## config.mk

```make
export PLATFORM = sky130hd
export DESIGN_NAME = seg_scan_mux
export DESIGN_NICKNAME = d
export VERILOG_FILES = /design/src/rtl/seg_scan_pkg.sv /design/src/rtl/seg_scan_mux_timer.sv /design/src/rtl/seg_scan_mux.sv
export SDC_FILE = /design/constraint.sdc
export NUM_CORES = 1
export LEC_CHECK = 0
export CAP_MARGIN = 40
export CORE_MARGIN = 5
export CORE_UTILIZATION = 50
export CTS_BUF_LIST = sky130_fd_sc_hd__clkbuf_16
export DETAILED_ROUTE_END_ITERATION = 6
export PLACE_DENSITY = 0.83
export SLEW_MARGIN = 20
export SYNTH_ARGS = -nofsm -noshare
export SYNTH_HDL_FRONTEND = slang
export SYNTH_HIERARCHICAL = 1
export SYNTH_SLANG_ARGS = --single-unit
```

## constraint.sdc

```tcl
create_clock -name clk -period 5.8 [get_ports clk]
set_input_delay 0.58 -clock clk [delete_from_list [all_inputs] [get_ports clk]]
set_output_delay 0.58 -clock clk [all_outputs]
set_load 0.1 [all_outputs]
```

## src/rtl/seg_scan_pkg.sv

```systemverilog
// Shared constants and types for the multiplexed seven-segment scanner.
package seg_scan_pkg;

  // Default timing: 50000 cycles per digit slot, the first 500 of them dark,
  // and 250 slots per blink half-period.
  localparam int DEF_SLOT_CYCLES  = 50000;
  localparam int DEF_BLANK_CYCLES = 500;
  localparam int DEF_BLINK_SLOTS  = 250;

  // Segments and anodes are both active-low, so all ones means dark.
  localparam logic [0:6] SEG_BLANK = 7'b1111111;
  localparam logic [7:0] AN_OFF    = 8'hFF;

  // One registered display word: the anode select and the segment bus.
  typedef struct packed {
    logic [7:0] an;
    logic [0:6] seg;
  } disp_t;

  localparam disp_t DISP_OFF = '{an: AN_OFF, seg: SEG_BLANK};

  // Active-low one-hot anode select for a digit index.
  function automatic logic [7:0] an_select(input logic [2:0] idx);
    return ~(8'b1 << idx);
  endfunction

endpackage

```

## src/rtl/seg_scan_mux_timer.sv

```systemverilog
// Slot timing for the scanner: slot counter, end-of-slot strobe, and the
// blink phase that toggles after a fixed number of completed slots.
module scan_timer
  import seg_scan_pkg::*;
#(
  parameter int SLOT_CYCLES  = DEF_SLOT_CYCLES,
  parameter int BLANK_CYCLES = DEF_BLANK_CYCLES,
  parameter int BLINK_SLOTS  = DEF_BLINK_SLOTS
) (
  input  logic clk,
  input  logic rst,
  input  logic en,
  output logic slot_start,
  output logic in_blank,
  output logic slot_wrap,
  output logic blink_phase
);

  localparam int CNT_W   = $clog2(SLOT_CYCLES);
  localparam int BLINK_W = $clog2(BLINK_SLOTS + 1);

  localparam logic [CNT_W-1:0]   SLOT_LAST  = CNT_W'(SLOT_CYCLES - 1);
  localparam logic [CNT_W-1:0]   BLANK_END  = CNT_W'(BLANK_CYCLES);
  localparam logic [BLINK_W-1:0] BLINK_LAST = BLINK_W'(BLINK_SLOTS - 1);

  logic [CNT_W-1:0]   slot_cnt;
  logic [BLINK_W-1:0] blink_cnt;

  // Strobes are decoded from the current count so the top can act on them
  // in the same cycle; a wrap only counts while scanning is enabled.
  assign slot_start = (slot_cnt == '0);
  assign in_blank   = (slot_cnt < BLANK_END);
  assign slot_wrap  = en && (slot_cnt == SLOT_LAST);

  // Slot counter: free-runs 0..SLOT_CYCLES-1 while enabled, parked at 0 otherwise.
  // NOTE: sequential state is always updated with <=, so every register in
  // this process sees the values from before the edge, never a half-updated mix.
  always_ff @(posedge clk or posedge rst) begin
    if (rst) begin
      slot_cnt <= '0;
    end else if (!en) begin
      slot_cnt <= '0;
    end else if (slot_wrap) begin
      slot_cnt <= '0;
    end else begin
      slot_cnt <= slot_cnt + 1'b1;
    end
  end

  // Blink counter and phase: phase flips after every BLINK_SLOTS completed
  // slots; disabling scan restarts in the visible phase.
  always_ff @(posedge clk or posedge rst) begin
    if (rst) begin
      blink_cnt   <= '0;
      blink_phase <= 1'b1;
    end else if (!en) begin
      blink_cnt   <= '0;
      blink_phase <= 1'b1;
    end else if (slot_wrap) begin
      if (blink_cnt == BLINK_LAST) begin
        blink_cnt   <= '0;
        blink_phase <= ~blink_phase;
      end else begin
        blink_cnt <= blink_cnt + 1'b1;
      end
    end
  end

endmodule

```

## src/rtl/seg_scan_mux.sv

```systemverilog
// Eight-digit time-multiplexed seven-segment driver with per-slot dead-time,
// per-digit blinking and a snapshot of each digit taken at slot start.
module seg_scan_mux
  import seg_scan_pkg::*;
#(
  parameter int SLOT_CYCLES  = DEF_SLOT_CYCLES,
  parameter int BLANK_CYCLES = DEF_BLANK_CYCLES,
  parameter int BLINK_SLOTS  = DEF_BLINK_SLOTS
) (
  input  logic       clk,
  input  logic       rst,
  input  logic       en,
  input  logic [0:6] dig0,
  input  logic [0:6] dig1,
  input  logic [0:6] dig2,
  input  logic [0:6] dig3,
  input  logic [0:6] dig4,
  input  logic [0:6] dig5,
  input  logic [0:6] dig6,
  input  logic [0:6] dig7,
  input  logic [7:0] blink_mask,
  output logic [0:6] seg,
  output logic [7:0] an
);

  // Parameter sanity, evaluated at elaboration.
  if (SLOT_CYCLES < 4) begin : g_bad_slot
    $error("seg_scan_mux: SLOT_CYCLES must be at least 4");
  end
  if (BLANK_CYCLES < 1 || BLANK_CYCLES > SLOT_CYCLES - 2) begin : g_bad_blank
    $error("seg_scan_mux: BLANK_CYCLES must be 1..SLOT_CYCLES-2");
  end
  if (BLINK_SLOTS < 1) begin : g_bad_blink
    $error("seg_scan_mux: BLINK_SLOTS must be at least 1");
  end

  logic       slot_start;
  logic       in_blank;
  logic       slot_wrap;
  logic       blink_phase;
  logic [2:0] index;
  logic [0:6] snapshot;
  logic [0:6] dig_sel;
  disp_t      disp_d;
  disp_t      disp_q;

  scan_timer #(
    .SLOT_CYCLES (SLOT_CYCLES),
    .BLANK_CYCLES(BLANK_CYCLES),
    .BLINK_SLOTS (BLINK_SLOTS)
  ) u_timer (
    .clk        (clk),
    .rst        (rst),
    .en         (en),
    .slot_start (slot_start),
    .in_blank   (in_blank),
    .slot_wrap  (slot_wrap),
    .blink_phase(blink_phase)
  );

  // Pick the pattern of the digit currently being scanned.
  // NOTE: every output of a combinational process gets a default first, so
  // no path through the case leaves it unassigned and no latch is inferred.
  always_comb begin
    dig_sel = SEG_BLANK;
    unique case (index)
      3'd0: dig_sel = dig0;
      3'd1: dig_sel = dig1;
      3'd2: dig_sel = dig2;
      3'd3: dig_sel = dig3;
      3'd4: dig_sel = dig4;
      3'd5: dig_sel = dig5;
      3'd6: dig_sel = dig6;
      3'd7: dig_sel = dig7;
    endcase
  end

  // Digit index: steps on each slot wrap, back to digit 0 when scan stops.
  always_ff @(posedge clk or posedge rst) begin
    if (rst) begin
      index <= '0;
    end else if (!en) begin
      index <= '0;
    end else if (slot_wrap) begin
      index <= index + 1'b1;
    end
  end

  // Snapshot: freeze the digit pattern at slot start so mid-slot input
  // changes wait for that digit's next slot.
  always_ff @(posedge clk or posedge rst) begin
    if (rst) begin
      snapshot <= SEG_BLANK;
    end else if (en && slot_start) begin
      snapshot <= dig_sel;
    end
  end

  // Next display word from the pre-edge counter state: dark when disabled,
  // during dead-time, or during the off phase of a blinking digit.
  always_comb begin
    disp_d = DISP_OFF;
    if (en && !in_blank && !(!blink_phase && blink_mask[index])) begin
      disp_d.an  = an_select(index);
      disp_d.seg = snapshot;
    end
  end

  // Output register: one cycle behind the counters, cleared asynchronously
  // so a reset darkens the display without waiting for a clock.
  always_ff @(posedge clk or posedge rst) begin
    if (rst) begin
      disp_q <= DISP_OFF;
    end else begin
      disp_q <= disp_d;
    end
  end

  assign an  = disp_q.an;
  assign seg = disp_q.seg;

endmodule
```

==> flow_metrics.tcl <==
set metrics [dict create \
    status "finished, final reports clean" \
    die_w_um 85.6 \
    die_y_um 85.6 \
    maxCapViolCount 0 \
    numCtsBuffers 5 \
    dp_hpwl_mm 6.38 \
    critPathArrivalTime_ns 2.96 \
    path_clk_slew_ns 0.07 \
    rows 27 \
    critical_path_class "register to register" \
    netlist_instances 280 \
    final_common_cell "clkdlybuf4s50_1" \
    drt_iter0_drc 166 \
    ys.flop_type "dfrtp_1" \
    cts_tree "done" \
    htreeDepth 2 \
    fin_nets 446 \
    grt_pass1_wl_mm 13.4 \
    fp.coreArea_um2 5540 \
    cp-start-kind "register" \
    area_growth_syn_to_layout_pct 44.5 \
    die_area_um2 7330 \
    maxSlewHeadroom 0.438 \
    critPathCaptureType "register" \
    drc_errors 0 \
    syn_area_um2 2860 \
    fin_crit_ns 2.77 \
    setup_ws_ns 3.03 \
    cp_max_fo 21 \
    drive_gt1_frac 0.168 \
    power_uw 804 \
    diodes 0 \
    cts_root_buffer "clkbuf_16" \
    grt_pass1_vias 2633 \
    post-cts-setup-buffers 0 \
    tightest_slew_ns 0.843 \
    cpMaxStageDelayCell "dfrtp_1" \
    synth_edf_count 0 \
    grt_usage 0.232 \
    leakage_uw 0.00171 \
    clock_sinks 50 \
    hp-class "register to register" \
    antenna_found_initial 0 \
    finClkSkew_ns 0.00560 \
    rsz0062_at_grt "false" \
    power.density_nw_per_um2 195 \
    irDropWorstVdd_mv 0.167 \
    wl_per_cell_um 19.2 \
    overflow 0 \
    routed_wl_mm 8.48 \
    syn_avg_cell_area_um2 10.2 \
    ys_ff_latch 50 \
    first_pass_iters 6 \
    max_stage_delay_ns 0.89 \
    cts_buffer_depth 2 \
    hold_buffers 0 \
    fin_setup_tns_ns 0 \
    ant_nets 0 \
    grt_max_degree 22 \
    clk_latency_ns 0.29 \
    place_ws_ns 3.11 \
    whs_ns 0.490 \
    vias 2644 \
    gp_congestion 0.878 \
    fin_crit_sh 0.478 \
    most-common-layout-cells "81 x clkdlybuf4s50_1, 27 x dfrtp_1, 25 x nand2_1" \
    post_cts_resized 0 \
    fmax_mhz 361 \
    async_flop_share 1.00 \
    hold_viol 0 \
    portBuffers 81 \
    seq_area_frac_synth 0.448 \
    yosysWarnings 6 \
    synth_fp_nets 357 \
    cp.required_ns 5.99 \
    num_io_pins 82 \
    post-route-util 0.745 \
    start_util 0.516 \
    synth_cell_types 50 \
    slew_viol_final 0 \
    viasPerCell 5.98 \
    path_cells "inv_1 -> ha_1 -> nor4_1 -> nand2b_1 -> and3_1 -> o31ai_1" \
    setup_viol 0 \
]
-- flip-flops by register name, summed over array words and instances, names as in the netlist --
name                 flops
an                       8
index                    3
seg                      7
snapshot                 7
u_timer/blink_cnt        8
u_timer/blink_phase      1
u_timer/slot_cnt        16
-- synth_stat cells (all sizes together), types with 3 or more instances --
cell type,instances,share of area
nor2b,4,0.0088
a21boi,7,0.018
clkbuf,6,0.0079
inv,9,0.012
o31ai,7,0.018
and3,5,0.011
a222oi,6,0.021
or4,3,0.011
o211a,5,0.018
a221oi,10,0.031
ha,10,0.044
o21a,6,0.016
xor2,13,0.040
and2,7,0.015
nand2b,10,0.025
o21ai,4,0.0070
nor4,6,0.018
nand3,8,0.016
dfstp,23,0.21
nand2,25,0.033
mux2,3,0.012
nor2,24,0.032
mux2i,3,0.011
nand4,9,0.020
and4,5,0.015
dfrtp,27,0.24
or3,3,0.0066
a21oi,4,0.0083
buf,10,0.023
-- per-layer routing --
layer  vias up  GRT usage  wire (um)
met5         -          0          0
li1       1202          -          -
met2       133      0.400       4230
met4         0     0.0835        173
met3        14     0.0480        693
met1      1295      0.285       3380
-- worst max-delay path, delay by kind of cell, from the launching register on --
kind	cells	cell delay [ns]
AOI/OAI and AO/OA	1	0.27
and+or+nand+nor	3	0.83
buffers and inverters	1	0.25
adders and majority gates	1	0.40
DFF	1	0.89
-- worst paths after layout --
path | start | to | slack [ns] | cells after the start
setup / recovery | index[2]$_DFFE_PP0P_ | snapshot[6]$_DFFE_PP1P_ | 3.03 | 6
hold / removal | snapshot[3]$_DFFE_PP1P_ | snapshot[3]$_DFFE_PP1P_ | 0.49 | 2
setup reg to reg | index[2]$_DFFE_PP0P_ | snapshot[6]$_DFFE_PP1P_ | 3.03 | 6
hold reg to reg | snapshot[3]$_DFFE_PP1P_ | snapshot[3]$_DFFE_PP1P_ | 0.49 | 2
max in group asynchronous | rst | an[6]$_DFF_PP1_ | 4.48 | 3
min in group asynchronous | rst | u_timer/slot_cnt[15]$_DFF_PP0_ | 0.69 | 2
-- report_power, final --
group          switching (uW)  total [uW]  internal (uW)  leakage, uW
combinational            32.6        88.4           55.8      0.00101
clock                     126         337            211    0.0000878
sequential               9.37         379            370     0.000617
-- per-stage QoR --
stage,instance area [um^2],cells
floorplan,2860,280
global placement,3670,417
detailed placement,3950,434
CTS,4130,442
global route,4130,442
finish,4130,442
-- logic make-up after synthesis --
kind of cell | count (synthesis) | synth area share
adders and majority gates | 10 | 0.0438
muxes | 7 | 0.0302
AOI/OAI and AO/OA | 56 | 0.155
and+or+nand+nor | 117 | 0.235
xor gates and xnor gates | 15 | 0.0460
DFF | 50 | 0.448
buffers and inverters | 25 | 0.0425
-- area by class of cell --
class	count	area (um^2)
Inverter	9	33.8
Tap cell	72	90.1
Clock buffer	7	175
Timing Repair Buffer	98	1090
Clock inverter	1	3.75
Sequential cell	50	1280
Fill cell	357	1410
Multi-Input combinational cell	205	1460
(Power assumes the default switching activity.)
